[config.mk]
export PLATFORM = sky130hd
export DESIGN_NAME = mux_scan_flat
export DESIGN_NICKNAME = d
export VERILOG_FILES = /design/src/rtl/mux_scan_if.sv /design/src/rtl/mux_scan.sv /design/src/flat_wrapper.sv
export SDC_FILE = /design/constraint.sdc
export NUM_CORES = 1
export LEC_CHECK = 0
export CAP_MARGIN = 5
export CORE_UTILIZATION = 44
export DETAILED_ROUTE_END_ITERATION = 8
export PLACE_DENSITY = 0.87
export SKIP_LAST_GASP = 1
export SLEW_MARGIN = 20
export SYNTH_ARGS = -nofsm -noshare
export SYNTH_HDL_FRONTEND = slang
export SYNTH_SLANG_ARGS = --single-unit
[constraint.sdc]
create_clock -name clk -period 5.34 [get_ports clk]
set_input_delay 0.801 -clock clk [delete_from_list [all_inputs] [get_ports clk]]
set_output_delay 0.801 -clock clk [all_outputs]
set_load 0.01 [all_outputs]
[src/rtl/mux_scan_if.sv]
// rtl/mux_scan_if.sv - channel, control and output handshake bundle for mux_scan
interface mux_scan_if #(
  parameter int SELW = 4,
  parameter int W    = 8,
  parameter int DWW  = 4
);
  localparam int N = 1 << SELW;

  logic            en;
  logic            mode;
  logic [SELW-1:0] sel;
  logic [DWW-1:0]  dwell;
  logic [N*W-1:0]  w;
  logic [W-1:0]    f;
  logic [SELW-1:0] ch;
  logic            valid;
  logic            ready;

  modport master (
    output en, mode, sel, dwell, w, ready,
    input  f, ch, valid
  );

  modport slave (
    input  en, mode, sel, dwell, w, ready,
    output f, ch, valid
  );
endinterface

[src/rtl/mux_scan.sv]
// rtl/mux_scan.sv - registered N-to-1 channel mux with valid/ready output and round-robin scan
module mux_scan #(
  parameter int SELW = 4,
  parameter int W    = 8,
  parameter int DWW  = 4
) (
  input logic       clk,
  input logic       rst_n,
  mux_scan_if.slave bus
);
  localparam int N = 1 << SELW;

  typedef enum logic [1:0] {IDLE, HOLD, GAP} state_t;

  state_t          state_q, state_d;
  logic [DWW-1:0]  cnt_q, cnt_d;
  logic [SELW-1:0] ptr_q, ptr_adv;
  logic [SELW-1:0] chan_sel;
  logic [W-1:0]    f_q;
  logic [SELW-1:0] ch_q;
  logic            valid_q;
  logic            scan_q;
  logic            xfer;
  logic            do_sample;
  logic [W-1:0]    chan [N];
  logic [W-1:0]    w_sel;

  for (genvar g = 0; g < N; g++) begin : g_chan
    assign chan[g] = bus.w[g*W +: W];
  end

  assign xfer = valid_q && bus.ready;

  // The pointer advances on the very edge that may also take the next sample,
  // so a back-to-back scan sample must already see the advanced value.
  assign ptr_adv  = ptr_q + SELW'(xfer && scan_q);
  assign chan_sel = bus.mode ? ptr_adv : bus.sel;
  assign w_sel    = chan[chan_sel];

  always_comb begin
    state_d   = state_q;
    cnt_d     = cnt_q;
    do_sample = 1'b0;
    case (state_q)
      IDLE: begin
        if (bus.en) do_sample = 1'b1;
      end
      HOLD: begin
        if (bus.ready) begin
          if (!bus.en) begin
            state_d = IDLE;
          end else if (bus.dwell == '0) begin
            do_sample = 1'b1;
          end else begin
            state_d = GAP;
            cnt_d   = bus.dwell;
          end
        end
      end
      GAP: begin
        cnt_d = cnt_q - DWW'(1);
        // en is only consulted on the final gap cycle, so a gap always completes
        if (cnt_q <= DWW'(1)) begin
          cnt_d = '0;
          if (bus.en) do_sample = 1'b1;
          else        state_d   = IDLE;
        end
      end
      default: begin
        state_d = IDLE;
      end
    endcase
    if (do_sample) state_d = HOLD;
  end

  always_ff @(posedge clk or negedge rst_n) begin
    if (!rst_n) begin
      state_q <= IDLE;
      cnt_q   <= '0;
      ptr_q   <= '0;
      f_q     <= '0;
      ch_q    <= '0;
      valid_q <= 1'b0;
      scan_q  <= 1'b0;
    end else begin
      state_q <= state_d;
      cnt_q   <= cnt_d;
      ptr_q   <= ptr_adv;
      valid_q <= (state_d == HOLD);
      if (do_sample) begin
        f_q    <= w_sel;
        ch_q   <= chan_sel;
        scan_q <= bus.mode;
      end
    end
  end

  assign bus.f     = f_q;
  assign bus.ch    = ch_q;
  assign bus.valid = valid_q;
endmodule

[src/flat_wrapper.sv]
// flat-port wrapper written by rule: the top's interface ports become plain ports
module mux_scan_flat 
#(
  parameter int SELW = 4,
  parameter int W    = 8,
  parameter int DWW  = 4
)
  (clk, rst_n, bus_en, bus_mode, bus_sel, bus_dwell, bus_w, bus_ready, bus_f, bus_ch, bus_valid);
  mux_scan_if #(.SELW(SELW), .W(W), .DWW(DWW)) bus_i ();
  input logic clk;
  input logic rst_n;
  input wire logic [$bits(bus_i.en)-1:0] bus_en;
  input wire logic [$bits(bus_i.mode)-1:0] bus_mode;
  input wire logic [$bits(bus_i.sel)-1:0] bus_sel;
  input wire logic [$bits(bus_i.dwell)-1:0] bus_dwell;
  input wire logic [$bits(bus_i.w)-1:0] bus_w;
  input wire logic [$bits(bus_i.ready)-1:0] bus_ready;
  output wire logic [$bits(bus_i.f)-1:0] bus_f;
  output wire logic [$bits(bus_i.ch)-1:0] bus_ch;
  output wire logic [$bits(bus_i.valid)-1:0] bus_valid;
  assign bus_i.en = bus_en;
  assign bus_i.mode = bus_mode;
  assign bus_i.sel = bus_sel;
  assign bus_i.dwell = bus_dwell;
  assign bus_i.w = bus_w;
  assign bus_i.ready = bus_ready;
  assign bus_f = bus_i.f;
  assign bus_ch = bus_i.ch;
  assign bus_valid = bus_i.valid;
  mux_scan #(.SELW(SELW), .W(W), .DWW(DWW)) u_core (.clk(clk), .rst_n(rst_n), .bus(bus_i));
endmodule
---- After elaboration in Yosys (flattened, before gate mapping) ----
Index checks and enable logic that the tools add are counted.
cells by class
  add/sub/neg operators ................... 2
  magnitude comparators ................... 2
  bitwise logic cells ..................... 1
  eq/ne operators ......................... 6
  reduce and logical (&&, ||, !) cells .... 6
  muxes and demuxes ....................... 22
operator list
  operator                                                                          number
  8-bit binary-select mux with 4-bit select                                         1
  4-bit two-way mux                                                                 5
  8-bit two-way mux                                                                 2
  2-bit two-way mux                                                                 6
  4-bit one-hot mux with 2 select lines                                             1
  2-bit != test, second input constant                                              3
  2-bit one-hot mux with 3 select lines                                             1
  5-bit >= comparator, second input constant                                        1
  1-bit two-way mux                                                                 5
  4-bit inverter with 5-bit output                                                  1
  4-bit by 1-bit adder with 4-bit output                                            1
  2-bit by 1-bit equality test with 1-bit output, second input constant             2
  4-bit by 1-bit less-or-equal comparator with 1-bit output, second input constant  1
  4-bit zero test                                                                   1
  4-bit AND reduction                                                               1
  4-bit by 1-bit subtractor with 4-bit output, second input constant                1
  1-bit one-hot mux with 3 select lines                                             1
  2-bit equality test, second input constant                                        1
  1-bit logical AND                                                                 2
  2-bit zero test                                                                   1
  2-bit nonzero test                                                                1
storage, ports and cells
  bits of input ports ..................... 141
  bits in registers ....................... 24
  output and inout port bits .............. 13

---- Longest topological paths before layout ----
  depth in word-level cells ............... 8
  gate-level depth with buffers ........... 11

---- Least setup slack after synthesis ----
OpenSTA, ideal clock, no wires.
  path type ............................... input to register
  start ................................... input port bus_ready
  end ..................................... register u_core.f_q[0], in the netlist u_core.bus.f[0]
  path buffers ............................ 2
  arrival ................................. 2.816 ns
  library setup time ...................... 0.124 ns
  stages .................................. 11
  path slack .............................. 2.400 ns
  path through ............................ and3_1 -> ha_1 -> ha_1 -> clkbuf_1 -> and3b_1 -> nor2_1 -> clkbuf_1 -> a21oi_1 -> o211ai_1 -> a31oi_1 -> o31a_1
on the way
  longest elaborated chain between the ends .. 8
ends and longest elaborated chain
  what                                                    line                RTL
  from (decl)                                             flat_wrapper.sv:17  input wire logic [$bits(bus_i.ready)-1:0] bus_ready;
  1-bit logical AND                                       mux_scan.sv:32      assign xfer = valid_q && bus.ready;
  1-bit logical AND                                       mux_scan.sv:36      assign ptr_adv = ptr_q + SELW'(xfer && scan_q);
  4-bit by 1-bit adder with 4-bit output                  mux_scan.sv:36
  via u_core.ptr_adv[1]                                   mux_scan.sv:17      logic [SELW-1:0] ptr_q, ptr_adv;
  4-bit two-way mux                                       mux_scan.sv:37      assign chan_sel = bus.mode ? ptr_adv : bus.sel;
  4-bit inverter with 5-bit output (not written as such)  mux_scan.sv:38      assign w_sel = chan[chan_sel];
  8-bit binary-select mux with 4-bit select               mux_scan.sv:38
  8-bit two-way mux (not written as such) (2 in series)   mux_scan.sv:38
  to (signal assigned)                                    mux_scan.sv:91      f_q <= w_sel;
  to (decl)                                               mux_scan.sv:19      logic [W-1:0] f_q;
The timed path passes the listed nets, and every way through them passes these cells. The select of a mux whose other input is x is not followed.
A chain may end at the register's enable or synchronous reset.

---- Final worst setup path ----
  start ................................... input port bus_ready
  end ..................................... register u_core.f_q[7], in the netlist u_core.bus.f[7]
Same word-level chain as after synthesis.

==> run metrics <==
fill cell total of the finished layout 521; total iterations of the first detailed-routing run 5; depth of the worst register-to-register path 10; number of rows in the core area 29; Achievable Freq 283 MHz; sort of element at the start of the critical path input pin; run status complete, no violations; Vias 4379; unrepaired setup endpoints after global routing no; cell type with the largest total area after synthesis sky130_fd_sc_hd__dfrtp_1; area fraction of the dominant cell type after synthesis 19.8%; Max clock buf depth 2; CTS tree yes; Leakage Power 1.71 nW; total routing usage reported by global routing 33.7%; path class of the lowest-slack min-delay path flip-flop to flip-flop; clock slew at reported path FFs 0.10 ns; first-pass GRT wire length 19500 um; worst-case clock skew 0.00984 ns; detailed placer's ending HPWL 9270 um; post-synthesis instance total 474; Die X-Extent 85.0 um; sequential element share of the synthesized area 19.8%; DRC violation count after routing 0; gr ovfl total 0; cell-internal power 0.000896 W; FF-to-FF Start u_core.bus.valid; initial antenna violation count 0; final setup violation count 0; max-slew violations 0; total inserted antenna cells 0; fraction of power consumed by the clock network 9.3%; Root Buffer Master sky130_fd_sc_hd__clkbuf_8; post-route cell area 4630 um^2; latest clock arrival within the worst-skew pair 0.28 ns; count of clock tree sinks 24; reg2reg end u_core.bus.f[7]; Max Cap Viol 0; Sw Pwr 0.000884 W; final-layout worst hold slack 0.478 ns; post-route setup TNS 0 ns; synthesized net count 619; number of distinct library cells after synthesis 45; Top cell by count, worst path sky130_fd_sc_hd__ha_1; initial standard-cell utilization of the core 46.7%; vias in the first global route 3953; pin count of the biggest net entering global routing 48; Main synth FF type sky130_fd_sc_hd__dfrtp_1; area of the die 7230 um^2; netlist area before placement 3030 um^2; floorplan die height 85.0 um; routed wire length 12600 um; Sequential Area 601 um^2; delay of the slowest critical-path stage 0.45 ns; register bit count reported by yosys 24; total of warnings raised by yosys 0; Worst IR Drop VDD 228 uV; # hold bufs at CTS 0; share of final-layout standard cells stronger than drive strength 1 4.03%; hold path startpoint u_core.ptr_q[3]; DRC marker count from the first detailed-route iteration 598; cell area reported after detailed placement 4560 um^2; library cell contributing the largest single delay on the critical path sky130_fd_sc_hd__clkdlybuf4s50_1; number of cells on the worst hold path 1; logic gate share of total power 71.5%; Avg Cell Area, Syn 6.40 um^2; Final Hold Vio Count 0; category of the critical setup timing path input pin to flip-flop; WP data required 5.57 ns; register-to-register path setup slack 2.41 ns; sink of the worst hold path u_core.ptr_q[3]; via-per-instance ratio 6.52; total number of H-tree levels 1; largest cells by area after synthesis sky130_fd_sc_hd__dfrtp_1, sky130_fd_sc_hd__nor2_1, sky130_fd_sc_hd__o21ai_0; Sequential Power Share 19.2%; number of top-level pins 154; number of enable-type register cells in the synthesized netlist 0; CP Cell Sequence clkdlybuf4s50_1 > and3_1 > ha_1 > ha_1 > buf_4 > nand2_1 > o22ai_1 > o21ai_0 > a311o_1 > a31oi_1 > o31a_1; maximum fanout along the worst path 43; min cycle time layout 3.54 ns; portion of the clock cycle consumed by the worst path in the final layout 66.2%; final antenna-violating net count 0; type of element capturing the critical path flip-flop; area of the multi-input gates 2260 um^2; number of buffers inserted during clock tree synthesis 3; max_slew headroom 23.6%; routed length per placed instance 18.7 um; ys async rst share 100%; final weighted congestion in routability-driven placement 0.921; measured slew at the worst slew-check pin 1.12 ns; number of gates resized after CTS 0; area of the core 6490 um^2; number of input and output port buffers inserted 153; number of nets in the layout 741; Net Sw Frac 49.7%; Syn-to-layout area delta 52.6%; setup bufs post-CTS 0; data arrival time of the worst path 3.76 ns; power density relative to cell area 385 nW/um^2
[kinds of logic (layout without fill, tap and decap cells)]
kind of cell	count (synthesis)	in the layout	synth area share [%]
xor gates and xnor gates	2	2	0.578
adders and majority gates	4	4	1.65
and+or+nand+nor	192	192	28.6
AOI/OAI and AO/OA	197	197	41.3
DFF	24	24	19.8
buffers and inverters	50	171	6.35
muxes	5	5	1.73
[how the worst max path moves through the flow]
stage	slack (ns)	cells after the start	end	from
floorplan	2.40	11	u_core.bus.f[0]	bus_ready
global placement	1.66	11	u_core.bus.f[7]	bus_ready
detailed placement	1.56	11	u_core.bus.f[7]	bus_ready
CTS	1.85	11	u_core.bus.f[7]	bus_ready
global route	1.62	11	u_core.bus.f[1]	bus_ready
finish	1.80	11	u_core.bus.f[7]	bus_ready
[cell type report]
type	count	share of cell area, %
Timing Repair Buffer	159	33.8
Multi-Input combinational cell	400	48.9
Inverter	8	0.649
Clock inverter	1	0.649
Tap cell	77	2.08
Sequential cell	24	13.0
Clock buffer	3	0.892
[power by group through the flow]
stage,registers (W),clock network [W],logic (W)
4_1_cts,0.000339,0.000163,0.00125
3_5_place_dp,0.000342,0,0.00124
6_report,0.000341,0.000165,0.00127
5_1_grt,0.000349,0.000173,0.00138
3_3_place_gp,0.000339,0,0.00120
2_1_floorplan,0.000346,0,0.000793
[metal layers]
metal / global-route usage (%) / vias to the layer above / routed length, um
met5: 0 / - / 0
met4: 8.01 / 0 / 278
met3: 4.57 / 30 / 1570
met2: 57.4 / 356 / 5850
met1: 45.3 / 1996 / 4890
li1: - / 1997 / -
[registers in the layout, summed over array words and instances (netlist names)]
| signal | count |
|---|---|
| u_core.ptr_q | 4 |
| u_core.state_q | 2 |
| u_core.bus.ch | 4 |
| u_core.scan_q | 1 |
| u_core.cnt_q | 4 |
| u_core.bus.f | 8 |
| u_core.bus.valid | 1 |
[per-stage QoR]
stage / utilization [%] / total power (W) / worst slack, ns / cells
after floorplan: - / 0.00114 / 2.40 / 474
final: 71.3 / 0.00178 / 1.80 / 672
after global placement: 70.3 / 0.00154 / 1.66 / 668
after global routing: 71.3 / 0.00190 / 1.62 / 672
after detailed placement: 70.3 / 0.00158 / 1.56 / 668
after CTS: 71.4 / 0.00175 / 1.85 / 672
[worst max-delay path, delay by kind of cell]
| kind | cells | cell delay (ns) |
|---|---|---|
| AND/OR/NAND/NOR | 2 | 0.50 |
| AO/OA/AOI/OAI | 5 | 1.13 |
| adder cells (fa/ha/maj) | 2 | 0.51 |
| buffers and inverters | 2 | 0.83 |
[synthesized netlist by cell type (all sizes together) (2+ instances only)]
master	number
nor2	96
o21ai	67
a21oi	39
clkbuf	34
nor3	33
nand2	30
o211ai	28
dfrtp	24
a211oi	11
nor2b	10
o22ai	9
buf	8
inv	8
o221ai	7
o31ai	7
a31oi	6
nand3	6
a311o	5
nand2b	5
o31a	5
and3	4
ha	4
a22o	3
mux2i	3
o32ai	3
or3	3
a22oi	2
a32oi	2
mux2	2
[cells in the final DEF (no fill, tap or decap), types with 3 or more instances in the layout]
cell type / instances
sky130_fd_sc_hd__clkdlybuf4s50_1: 151
sky130_fd_sc_hd__nor2_1: 95
sky130_fd_sc_hd__o21ai_0: 67
sky130_fd_sc_hd__a21oi_1: 39
sky130_fd_sc_hd__nor3_1: 33
sky130_fd_sc_hd__nand2_1: 29
sky130_fd_sc_hd__o211ai_1: 28
sky130_fd_sc_hd__dfrtp_1: 24
sky130_fd_sc_hd__a211oi_1: 11
sky130_fd_sc_hd__nor2b_1: 10
sky130_fd_sc_hd__o22ai_1: 9
sky130_fd_sc_hd__inv_1: 8
sky130_fd_sc_hd__o31ai_1: 7
sky130_fd_sc_hd__o221ai_1: 7
sky130_fd_sc_hd__nand3_1: 6
sky130_fd_sc_hd__a31oi_1: 6
sky130_fd_sc_hd__buf_4: 6
sky130_fd_sc_hd__nand2b_1: 5
sky130_fd_sc_hd__a311o_1: 5
sky130_fd_sc_hd__o31a_1: 5
sky130_fd_sc_hd__and3_1: 4
sky130_fd_sc_hd__ha_1: 4
sky130_fd_sc_hd__o32ai_1: 3
sky130_fd_sc_hd__clkbuf_8: 3
Note: power is estimated with default switching activity, not from simulation.
==> variant 1: new RTL, same settings <==
`DWW` is set to 4 in 3 places; all go to 6.
--- a/src/rtl/mux_scan_if.sv
+++ b/src/rtl/mux_scan_if.sv
@@ -2,7 +2,7 @@
 interface mux_scan_if #(
   parameter int SELW = 4,
   parameter int W    = 8,
-  parameter int DWW  = 4
+  parameter int DWW  = 6
 );
   localparam int N = 1 << SELW;
 
--- a/src/rtl/mux_scan.sv
+++ b/src/rtl/mux_scan.sv
@@ -2,7 +2,7 @@
 module mux_scan #(
   parameter int SELW = 4,
   parameter int W    = 8,
-  parameter int DWW  = 4
+  parameter int DWW  = 6
 ) (
   input logic       clk,
   input logic       rst_n,
--- a/src/flat_wrapper.sv
+++ b/src/flat_wrapper.sv
@@ -3,7 +3,7 @@
 #(
   parameter int SELW = 4,
   parameter int W    = 8,
-  parameter int DWW  = 4
+  parameter int DWW  = 6
 )
   (clk, rst_n, bus_en, bus_mode, bus_sel, bus_dwell, bus_w, bus_ready, bus_f, bus_ch, bus_valid);
   mux_scan_if #(.SELW(SELW), .W(W), .DWW(DWW)) bus_i ();
Interface: changed (resized bus_dwell); port bits go from 154 to 156. The function was not compared with the original's and may differ.
==> variant 1 against the original RTL <==
  * Routed wire length decreased by 35%
  * Via count shrank 38%
  * Core utilization up 7.6 points
  * Maximum frequency increased by 5.9%
  * Clock skew is 0.0080 ns lower
  * Sequential cell count is 2 higher
  * Final area is 11% lower
  * Power decreased by 15%
  * Setup slack improved by 0.20 ns
  * Synthesized area down 20%
  * Largest power group unchanged
  * Highest routed layer unchanged
==> variant 1: results (changes against the original RTL) <==
| Metric | Value |
|---|---|
| Hpwl dp | `6710 um (was 9270 um)` |
| Clock-cell share | `0.0174 (was 0.0154)` |
| Post-Route WL | `8200 um (was 12600 um)` |
| Met1 Usage GRT | `0.350 (was 0.453)` |
| Repair and plain buffers | `160 (was 159)` |
| Seq/total area | `0.158 (was 0.130)` |
| WP data arrival | `3.53 ns (was 3.76 ns)` |
| Most frequent cells after synthesis | `75 x mux2i_1, 50 x nand2_1, 26 x dfrtp_1 (was 95 x nor2_1, 67 x o21ai_0, 39 x a21oi_1)` |
| Multi-input gate count | `224 (was 400)` |
| Global Route met2 Usage | `0.511 (was 0.574)` |
| HP Start | `u_core.scan_q (was u_core.ptr_q[3])` |
| DR iter-0 viols | `170 (was 598)` |
| Slew headroom | `0.382 (was 0.236)` |
| Cells after synthesis | `272 (was 474)` |
| Largest net degree at the start of global routing | `31 (was 48)` |
| DR vias/cell | `5.58 (was 6.52)` |
| Cell count after placement | `486 (was 668)` |
| Critical path fanouts, max | `30 (was 43)` |
| Pre-CTS setup slack | `1.74 ns (was 1.56 ns)` |
| Reg2Reg Setup Slack | `2.71 ns (was 2.41 ns)` |
| Sequential cell count | `26 (was 24)` |
| Filler cell count | `370 (was 521)` |
| Final GP Congestion | `0.882 (was 0.921)` |
| Sequential share of the synthesized area | `0.268 (was 0.198)` |
| Share of layout cells above drive strength 1 | `0.0405 (was 0.0403)` |
| Status | `finished clean (unchanged)` |
| Port bufs | `155 (was 153)` |
| Fraction of area in multi-input gates | `0.410 (was 0.489)` |
| Lkg Pwr | `0.00182 uW (was 0.00171 uW)` |
| WHS Path Cells | `2 (was 1)` |
| Reg-to-Reg End | `u_core.bus.f[0] (was u_core.bus.f[7])` |
| CP peak stage delay | `0.50 ns (was 0.45 ns)` |
-- variant 1: cell count changes in the layout (fill, tap and decap cells not counted), sizes merged, moves of 9 or more --
cell and change:
nor2 -86, o211ai -19, nand2 +20, mux2i +72
a211oi -11, o21ai -63, a32oi +12, nor2b -9
nor3 -31, a21oi -30
-- variant 1: kinds of logic (layout without fill, tap and decap cells) --
family / after synthesis / in the layout / synth area share
AOI/OAI and AO/OA: 55 / 55 / 0.170
xor gates and xnor gates: 2 / 2 / 0.00721
and+or+nand+nor: 85 / 85 / 0.163
muxes: 78 / 78 / 0.327
DFF: 26 / 26 / 0.268
buffers and inverters: 22 / 170 / 0.0443
adders and majority gates: 4 / 4 / 0.0206
-- variant 1: power by group --
group	switching, uW	internal [uW]
Sequential	74.0	291
Combinational	498	484
Clock	63.2	100
Total	635	875
-- variant 1: per-layer routing --
| metal | share of wire | vias to the layer above |
|---|---|---|
| li1 | - | 1323 |
| met1 | 0.40 | 1233 |
| met2 | 0.50 | 151 |
| met3 | 0.067 | 29 |
| met4 | 0.038 | 0 |
| met5 | 0 | - |
-- variant 1: tightest hold or removal path, stage by stage, from the launching register on --
cell	delay, ns
dfrtp_1	0.36
nand2_1	0.06
nand2_1	0.05
-- variant 1: worst max path at each step --
stage | from | endpoint | slack (ns)
floorplan | bus_ready | u_core.bus.f[4] | 2.65
global placement | bus_ready | u_core.bus.f[1] | 1.82
detailed placement | bus_ready | u_core.bus.f[7] | 1.74
CTS | bus_ready | u_core.bus.f[0] | 2.01
global route | bus_ready | u_core.bus.f[3] | 1.84
finish | bus_ready | u_core.bus.f[0] | 2.00
==> variant 2: new RTL, same flow settings <==
Made on the original files. The 3 states of `state_t` get a one-hot encoding in 3 bits.
--- a/src/rtl/mux_scan.sv
+++ b/src/rtl/mux_scan.sv
@@ -10,7 +10,7 @@
 );
   localparam int N = 1 << SELW;
 
-  typedef enum logic [1:0] {IDLE, HOLD, GAP} state_t;
+  typedef enum logic [2:0] {IDLE = 3'b001, HOLD = 3'b010, GAP = 3'b100} state_t;
 
   state_t          state_q, state_d;
   logic [DWW-1:0]  cnt_q, cnt_d;
Formal check against the unedited RTL: no difference found for any inputs over 10 cycles, from zero or initial values and one cycle with rst_n low; not proved beyond that.
==> variant 2 against the original RTL <==
  * Power decreased by 26%
  * Largest cell class unchanged
  * Largest power group unchanged
  * Synthesized area fell by 20%
  * Hold slack gained 0.0025 ns
  * Setup slack improved by 0.13 ns
  * Via count is 39% lower
  * Final area is 13% lower
  * Critical endpoint is now u_core.bus.f[4]
  * First-iteration DRC count is 83% lower
  * Sequential cell count rose by 1
  * Routed wire length down 37%
  * Maximum frequency is 3.9% higher
==> variant 2: results (changes against the original RTL) <==
| Metric | Value |
|---|---|
| GRT Overall Usage | `0.271 (was 0.337)` |
| WP data arrival | `3.55 ns (was 3.76 ns)` |
| DR vias/cell | `5.50 (was 6.52)` |
| Synth Net Count | `415 (was 619)` |
| Sequential share of the synthesized area | `0.259 (was 0.198)` |
| Post-synth EDFFs | `0 (unchanged)` |
| Post-synthesis mux area share | `0.317 (was 0.0173)` |
| Synth top area cells | `mux2i_1 30%, dfrtp_1 25%, nand2_1 9.1% (was dfrtp_1 20%, nor2_1 12%, o21ai_0 11%)` |
| XOR/XNOR Fraction of Synth Area | `0.0109 (was 0.00578)` |
| Fin nets | `559 (was 741)` |
| Adder-cell share of the synthesized area | `0.0207 (was 0.0165)` |
| Reg-to-Reg End | `u_core.bus.f[4] (was u_core.bus.f[7])` |
| Worst reg2reg path depth | `8 (was 10)` |
| DR iter-0 viols | `99 (was 598)` |
| CTS Buf Count | `3 (unchanged)` |
| Worst Skew | `0.00361 ns (was 0.00984 ns)` |
| First-pass GRT wire length | `12700 um (was 19500 um)` |
| Hpwl dp | `6240 um (was 9270 um)` |
| Fin Hold WS | `0.480 ns (was 0.478 ns)` |
| RR Startpoint | `u_core.scan_q (was u_core.bus.valid)` |
| Post-Route WL | `7890 um (was 12600 um)` |
| Synth async-reset ratio | `1.00 (unchanged)` |
| Post-synthesis compound-gate area fraction | `0.186 (was 0.413)` |
| CP peak stage delay | `0.77 ns (was 0.45 ns)` |
| TritonRoute pass-1 iters | `4 (was 5)` |
| Slowest CP cell | `mux2_4 (was clkdlybuf4s50_1)` |
| Filler cell count | `418 (was 521)` |
| Largest register FFs | `8 (unchanged)` |
| Count of unique library cells instantiated by Yosys | `42 (was 45)` |
| Slew headroom | `0.271 (was 0.236)` |
| Most frequent cells after synthesis | `73 x mux2i_1, 59 x nand2_1, 24 x dfrtp_1 (was 95 x nor2_1, 67 x o21ai_0, 39 x a21oi_1)` |
| Port bufs | `153 (unchanged)` |
| Critical path fanouts, max | `64 (was 43)` |
| HP Start | `u_core.scan_q (was u_core.ptr_q[3])` |
| Clock slew at reported path FFs | `0.09 ns` |
| Crit Path Category | `primary input to register (unchanged)` |
| Vias in the first global route | `2708 (was 3953)` |
| Lkg Pwr | `0.00173 uW (was 0.00171 uW)` |
| Overflow after GRT | `0 (unchanged)` |
| Final GP Congestion | `0.830 (was 0.921)` |
| Largest net degree at the start of global routing | `65 (was 48)` |
| Worst hold path class | `register to register (unchanged)` |
| Clock Latency Late Sink | `0.27 ns` |
| Reg2Reg Setup Slack | `2.57 ns (was 2.41 ns)` |
| Delay-heaviest family, CP | `multiplexers (was compound AO/OA/AOI/OAI gates)` |
| Share of layout cells above drive strength 1 | `0.0533 (was 0.0403)` |
| Status | `finished clean (unchanged)` |
| Clock Tree Root | `clkbuf_8 (unchanged)` |
| Int Power | `765 uW (was 896 uW)` |
| Max VDD drop | `0.000196 V (was 0.000228 V)` |
[variant 2: layout make-up]
cell class	count	area share
Clock buffer	4	0.0112
Timing Repair Buffer	155	0.385
Inverter	4	0.00375
Sequential cell	25	0.157
Multi-Input combinational cell	225	0.422
Tap cell	70	0.0219
[variant 2: worst min-delay path, cell delays in order (launching register included)]
cell and delay, ns:
dfrtp_1 0.35, nand2_1 0.05, nand2_1 0.05
[variant 2: stage by stage]
step                      total power, uW  cells   util  area (um^2)  setup WS (ns)
after detailed placement             1210    479  0.762         3970           1.64
after global routing                 1410    483  0.769         4010           1.74
after CTS                            1320    483  0.770         4010           1.93
final                                1320    483  0.769         4010           1.94
after floorplan                       896    270      -         2420           2.68
after global placement               1180    479  0.762         3970           1.71
[variant 2: worst min-delay path by stage]
stage | endpoint | cells after the start
floorplan | u_core.ptr_q[3] | 1
finish | u_core.scan_q | 2
global placement | u_core.ptr_q[3] | 1
global route | u_core.bus.ch[0] | 2
detailed placement | u_core.scan_q | 2
CTS | u_core.scan_q | 2
[variant 2: layer usage]
layer  track usage  wire [um]  share of wire
met1         0.352       3390           0.43
met2         0.467       3740           0.47
met3        0.0395        605          0.077
met4        0.0788        150          0.019
met5             0          0              0
[variant 2: logic make-up after synthesis]
group           after synthesis
buf+inv                      20
compound gates               56
simple gates                 86
mux                          76
xor+xnor                      3
fa+ha+maj                     4
flops                        25
[variant 2: power by group through the flow]
stage / combinational [uW] / sequential, uW / clock, uW
after detailed placement: 869 / 338 / 0
after global placement: 846 / 334 / 0
after floorplan: 548 / 348 / 0
final: 869 / 335 / 114
after CTS: 873 / 335 / 114
after global routing: 940 / 348 / 126
